===== src/rtl/rx_fifo.sv =====
// Receive byte FIFO behind the UART receiver: captures a byte on each RDA
// rising edge and presents it first-word-fall-through with a pop handshake.
module rx_fifo #(
    parameter int DEPTH  = 8,
    parameter int ADDR_W = 3
) (
    input  logic              clk,
    input  logic              rst,
    input  logic [7:0]        RxD_data,
    input  logic              RDA,
    input  logic              rd_en,
    input  logic              clr_ovr,
    output logic [7:0]        rd_data,
    output logic              empty,
    output logic              full,
    output logic [ADDR_W:0]   count,
    output logic              overrun
);

    localparam logic [ADDR_W:0] FULL_CNT = (ADDR_W+1)'(DEPTH);

    logic [7:0]        mem_q [DEPTH];
    logic [ADDR_W-1:0] wr_ptr_q, wr_ptr_d;
    logic [ADDR_W-1:0] rd_ptr_q, rd_ptr_d;
    logic [ADDR_W:0]   count_q, count_d;
    logic              ovr_q, ovr_d;
    logic              rda_q, rda_d;

    logic push, pop, accept, drop;

    assign empty   = (count_q == '0);
    assign full    = (count_q == FULL_CNT);
    assign count   = count_q;
    assign overrun = ovr_q;
    assign rd_data = empty ? 8'h00 : mem_q[rd_ptr_q];

    // A capture is the 0->1 transition of RDA, not its level.
    assign push   = RDA & ~rda_q;
    assign pop    = rd_en & ~empty;
    assign accept = push & (~full | pop);
    assign drop   = push & full & ~pop;

    always_comb begin
        rda_d    = RDA;
        wr_ptr_d = wr_ptr_q;
        rd_ptr_d = rd_ptr_q;
        count_d  = count_q;
        ovr_d    = ovr_q;
        if (accept) begin
            wr_ptr_d = wr_ptr_q + ADDR_W'(1);
        end
        if (pop) begin
            rd_ptr_d = rd_ptr_q + ADDR_W'(1);
        end
        case ({accept, pop})
            2'b10:   count_d = count_q + (ADDR_W+1)'(1);
            2'b01:   count_d = count_q - (ADDR_W+1)'(1);
            default: count_d = count_q;
        endcase
        // A dropped byte outranks a simultaneous clear.
        if (drop) begin
            ovr_d = 1'b1;
        end else if (clr_ovr) begin
            ovr_d = 1'b0;
        end
    end

    always_ff @(posedge clk or posedge rst) begin
        if (rst) begin
            wr_ptr_q <= '0;
            rd_ptr_q <= '0;
            count_q  <= '0;
            ovr_q    <= 1'b0;
            rda_q    <= 1'b1;
        end else begin
            wr_ptr_q <= wr_ptr_d;
            rd_ptr_q <= rd_ptr_d;
            count_q  <= count_d;
            ovr_q    <= ovr_d;
            rda_q    <= rda_d;
        end
    end

    always_ff @(posedge clk) begin
        if (accept) begin
            mem_q[wr_ptr_q] <= RxD_data;
        end
    end

endmodule


===== config.mk =====
export PLATFORM = sky130hd
export DESIGN_NAME = rx_fifo
export DESIGN_NICKNAME = d
export VERILOG_FILES = /design/src/rtl/rx_fifo.sv
export SDC_FILE = /design/constraint.sdc
export NUM_CORES = 1
export LEC_CHECK = 0
export ABC_AREA = 1
export BUFFER_PORTS_ARGS = -buffer_cell sky130_fd_sc_hd__buf_4
export CORE_UTILIZATION = 61
export CTS_BUF_LIST = sky130_fd_sc_hd__clkbuf_4
export CTS_CLUSTER_SIZE = 14
export DETAILED_ROUTE_END_ITERATION = 16
export MAX_ROUTING_LAYER = met4
export PLACE_DENSITY = 0.93
export REMOVE_ABC_BUFFERS = 1
export SLEW_MARGIN = 0
export SYNTH_ARGS = -nofsm -noshare
export SYNTH_HDL_FRONTEND = slang
export SYNTH_SLANG_ARGS = --single-unit

===== constraint.sdc =====
create_clock -name clk -period 2.3 [get_ports clk]
set_input_delay 0.345 -clock clk [delete_from_list [all_inputs] [get_ports clk]]
set_output_delay 0.345 -clock clk [all_outputs]
set_load 0.01 [all_outputs]

* After elaboration in Yosys (flattened, before gate mapping)
Memories as Yosys holds them, arrays and structs flattened.
Index checks and enable logic that the tools add are counted.
** Storage, ports and cells
- Register bits after elaboration :: 12
- RAM bits :: 64
- Input port bits :: 13
- Output and inout bits :: 15
- Logic and storage cells :: 32
- Memories kept :: 1
** Cells by class
- $add $sub $neg :: 4
- Equality and inequality tests :: 3
- Muxes and demuxes :: 6
- Bitwise gates (word level) :: 10
- Reductions and logical operators :: 3
** Memories
- mem_q :: words 8, width 8, rd ports 1, clocked after Yosys merged registers in 0, wr ports 1, RTL line 22 : logic [7:0] mem_q [DEPTH];
** Operators by type and width (count)
- 8-bit 2-to-1 mux :: 1
- 4-bit one-hot mux with 2 select lines :: 1
- 3-bit by 1-bit adder with 3-bit output, second input constant :: 2
- 1-bit AND :: 5
- 4-bit by 1-bit adder with 4-bit output, second input constant :: 1
- 4-bit == test, second input constant :: 1
- 4-bit logical NOT :: 1
- 1-bit 2-to-1 mux :: 4
- 1-bit inverter :: 4
- 2-bit nonzero test :: 2
- 4-bit by 1-bit subtractor with 4-bit output, second input constant :: 1
- 2-bit by 1-bit == test with 1-bit output, second input constant :: 1
- 2-bit == test, second input constant :: 1
- 1-bit OR :: 1

* Logic depth before layout (Yosys ltp)
- Depth after elaboration :: 7
- Gate-level depth with buffers :: 12
- Mapped depth without buffers :: 12

* Worst setup path after synthesis
No wires, ideal clock.
- Kind :: register to register
- Start point :: register count_q[0], in the netlist count[0]
- End point :: memory mem_q[4][0] (enable)
- Setup time :: 0.370 ns
- Arrival :: 1.535 ns
- Required time :: 1.930 ns
- Slack :: 0.395 ns
- Stages on the path, launching flop included :: 8
- Buffers on the path :: 0
- Cell sequence :: dfrtp_1 > nor2_1 > nand2_4 > nand2_4 > nand2_2 > nand2_2 > or2_1 > nor2_1
** On the way
- Longest elaborated chain between the ends :: 7
** Ends and longest elaborated chain
- from (decl) :: RTL line 25 : logic [ADDR_W:0] count_q, count_d;
- from (signal assigned) :: RTL line 78 : count_q <= count_d;
- 4-bit logical NOT :: RTL line 31 : assign empty = (count_q == '0);
- 1-bit inverter :: RTL line 39 : assign pop = rd_en & ~empty;
- 1-bit AND :: RTL line 39
- 1-bit OR (*) :: RTL line 40 : assign accept = push & (~full | pop);
- 1-bit AND (*) :: RTL line 40
- 1-bit 2-to-1 mux (*) :: RTL line 85 : if (accept) begin
- 1-bit 2-to-1 mux (implied by the code) (*) :: RTL line 86 : mem_q[wr_ptr_q] <= RxD_data;
- to (decl) :: RTL line 22
Every way passes the cells marked *; elsewhere a longest branch is shown, timed or not.

* Worst setup path in the final report
- Start point :: register rd_ptr_q[0]
- End point :: output port rd_data[1]
** On the way
- Longest elaborated chain between the ends :: 2
** Ends and longest elaborated chain
- from (decl) :: RTL line 24 : logic [ADDR_W-1:0] rd_ptr_q, rd_ptr_d;
- from (signal assigned) :: RTL line 77 : rd_ptr_q <= rd_ptr_d;
- memory read 8 x 8 bit
- 8-bit 2-to-1 mux :: RTL line 35 : assign rd_data = empty ? 8'h00 : mem_q[rd_ptr_q];
- to (decl) :: RTL line 13 : output logic [7:0] rd_data,
No other way between the ends.

==> results.json <==
{
  "start_kind": "flop",
  "final_area_um2": 3821,
  "maxCapViolCount": 0,
  "finalNetCount": 342,
  "min_period_ns": 2.231,
  "final_cell_mix": "nor2_1, edfxtp_1, buf_4",
  "final_hold_viol_count": 0,
  "die_y_um": 74.65,
  "whs_ns": 0.04856,
  "ys_seq_area_share_pct": 69.06,
  "cts.sinks": 76,
  "core_um2": 5107,
  "fin_ws_ns": 0.06908,
  "grtUsageTotal_pct": 29.28,
  "maxSlewHeadroom_pct": 69.42,
  "start_util_pct": 63.03,
  "ant_nets": 0,
  "fin_cells": 400,
  "cts-root-buf": "clkbuf_4",
  "syn_inst": 273,
  "setup_viol": 0,
  "p_sw_mw": 1.732,
  "worstHoldStart": "RDA",
  "syn_area_per_cell_um2": 11.79,
  "via_per_inst": 5.760,
  "multi_input_area_um2": 890.9,
  "cts_max_path_buffers": 2,
  "p_leak_nw": 1.515,
  "holdPathStages": 1,
  "insertion_delay_ns": 0.41,
  "p_int_mw": 2.902,
  "fin_skew_ns": 0.01338,
  "dr.pass1.iters": 4,
  "cts_buffers": 9,
  "rsz0062_at_grt": "true",
  "antenna_found_initial": 0,
  "diodes": 0,
  "critical_path_class": "flop to output port",
  "grt_pass1_wl_um": 10940,
  "peakVddDrop_v": 0.0006682,
  "gp_congestion": 0.8177,
  "swShare_pct": 37.37,
  "final.setup.tns_ns": 0,
  "fp.dieArea_um2": 5572,
  "reg2regPathDepth": 8,
  "crit_fanout": 17,
  "synth_warnings": 0,
  "drc": 0,
  "cts_tree": "yes",
  "ys_ff_latch": 76,
  "p_clk_share_pct": 18.5,
  "clk_pin_slew_worst_paths_ns": 0.11,
  "r2r_slack_ns": 0.21,
  "seqCellArea_um2": 2223,
  "critPathArrivalTime_ns": 1.89,
  "overflow": 0,
  "fmax_ghz": 0.4482,
  "layout-drive-gt1-share_pct": 23.64,
  "place_ws_ns": 0.2639,
  "worst_hold_path_type": "primary input to flop",
  "r2r-start": "count[3]",
  "status": "finished clean",
  "min_to": "rda_q",
  "dp_cells": 384,
  "numPortBuffers": 27,
  "vias": 2304,
  "n_fill_cell": 320,
  "seq_power_share_pct": 38.1,
  "power_mw": 4.634,
  "fin_crit_sh_pct": 97.00,
  "synth_cell_types": 27,
  "drt-wirelength-per-cell_um": 17.49,
  "combPwrFrac_pct": 43.4,
  "end_kind": "output port",
  "wl_um": 6996,
  "grt_pass1_vias": 2258,
  "required_ns": 1.96,
  "p_per_area_nw_per_um2": 1213,
  "final_core_util_pct": 74.82,
  "grt_max_degree": 21,
  "rr_endpoint": "mem_q[6][7]",
  "area_growth_syn_to_layout_pct": 18.69,
  "place_area_um2": 3652,
  "tightest_slew_ns": 0.4582,
  "fp.dieW_um": 74.65,
  "htree_num_levels": 3,
  "rows": 26,
  "hpwl_um": 4947,
  "maxSlewViolCount": 0,
  "layout_commonest_cell": "nor2_1",
  "netlist_area_um2": 3219,
  "pin_count": 28,
  "drt_iter0_drc": 253
}
## cells by family after synthesis
| family | share of synthesized area, % |
|---|---|
| compound gates | 9.094 |
| xor+xnor | 1.632 |
| fa+ha+maj | 1.166 |
| buf+inv | 3.498 |
| flops | 69.06 |
| mux | 0.3498 |
| simple gates | 15.20 |
## per-layer routing
| metal | vias to the layer above | GRT usage (%) | part of all wire [%] |
|---|---|---|---|
| li1 | 1063 | - | - |
| met2 | 106 | 45.05 | 53 |
| met3 | 10 | 4.685 | 5.9 |
| met5 | - | - | 0 |
| met4 | 0 | 18.03 | 1.6 |
| met1 | 1125 | 36.78 | 40 |
## critical path, stage by stage, from the launching register on
cell and delay (ns):
dfrtp_1 0.41, inv_1 0.11, buf_6 0.19, nor2_1 0.07, o32ai_1 0.27, o21ai_0 0.15
nor2_1 0.14, buf_4 0.14
## layout make-up
class                   count  share of cell area (%)
flip-flops and latches     76                   58.19
multi-input cells         168                   23.31
repair buffers             53                   10.58
well taps                  70                   2.292
clock inverters             6                   2.096
clock buffers               9                   1.768
inverters                  18                   1.768
## timing repair
action                     4_1_cts  5_1_grt
gates resized for setup          0        2
setup endpoints to repair        0        4
hold buffers                     1        0
hold endpoints to repair        11        0
setup buffers                    0        0
## sequential cells by signal, indices dropped and copies added, names as in the netlist
signal and cells:
mem_q 64, count 4, rd_ptr_q 3, wr_ptr_q 3
overrun 1, rda_q 1
## worst max path at each step
stage / endpoint / cells after the start / from / slack [ns]
after floorplan: rd_data[0] / 5 / rd_ptr_q[0] / 0.18
after global placement: mem_q[6][6] / 8 / count[3] / 0.37
after detailed placement: mem_q[6][7] / 8 / count[2] / 0.26
after CTS: rd_data[0] / 7 / rd_ptr_q[0] / 0.04
after global routing: rd_data[0] / 7 / rd_ptr_q[0] / -0.04
final: rd_data[1] / 7 / rd_ptr_q[0] / 0.07
## cells in the mapped netlist (all sizes together)
cell / count / area (um^2)
nor2: 75 / 281.5
edfxtp: 64 / 1922
nand2: 29 / 138.9
o21ai: 27 / 138.9
inv: 18 / 67.56
o32ai: 16 / 140.1
dfrtp: 11 / 275.3
clkbuf: 7 / 26.28
nand3: 5 / 37.54
xor2: 5 / 43.79
buf: 4 / 18.76
ha: 3 / 37.54
nand4: 2 / 12.51
dfstp: 1 / 26.28
mux2: 1 / 11.26
nor4: 1 / 12.51
o21bai: 1 / 7.510
o22ai: 1 / 6.260
or2: 1 / 6.260
xnor2: 1 / 8.760
## power groups by stage
stage	clock network (mW)	logic (mW)	registers, mW
floorplan	0	1.02	1.90
global placement	0	1.89	1.78
detailed placement	0	1.97	1.79
CTS	0.873	1.98	1.76
global route	0.917	2.22	1.78
finish	0.858	2.01	1.77
Note: power is estimated with default switching activity, not from simulation.
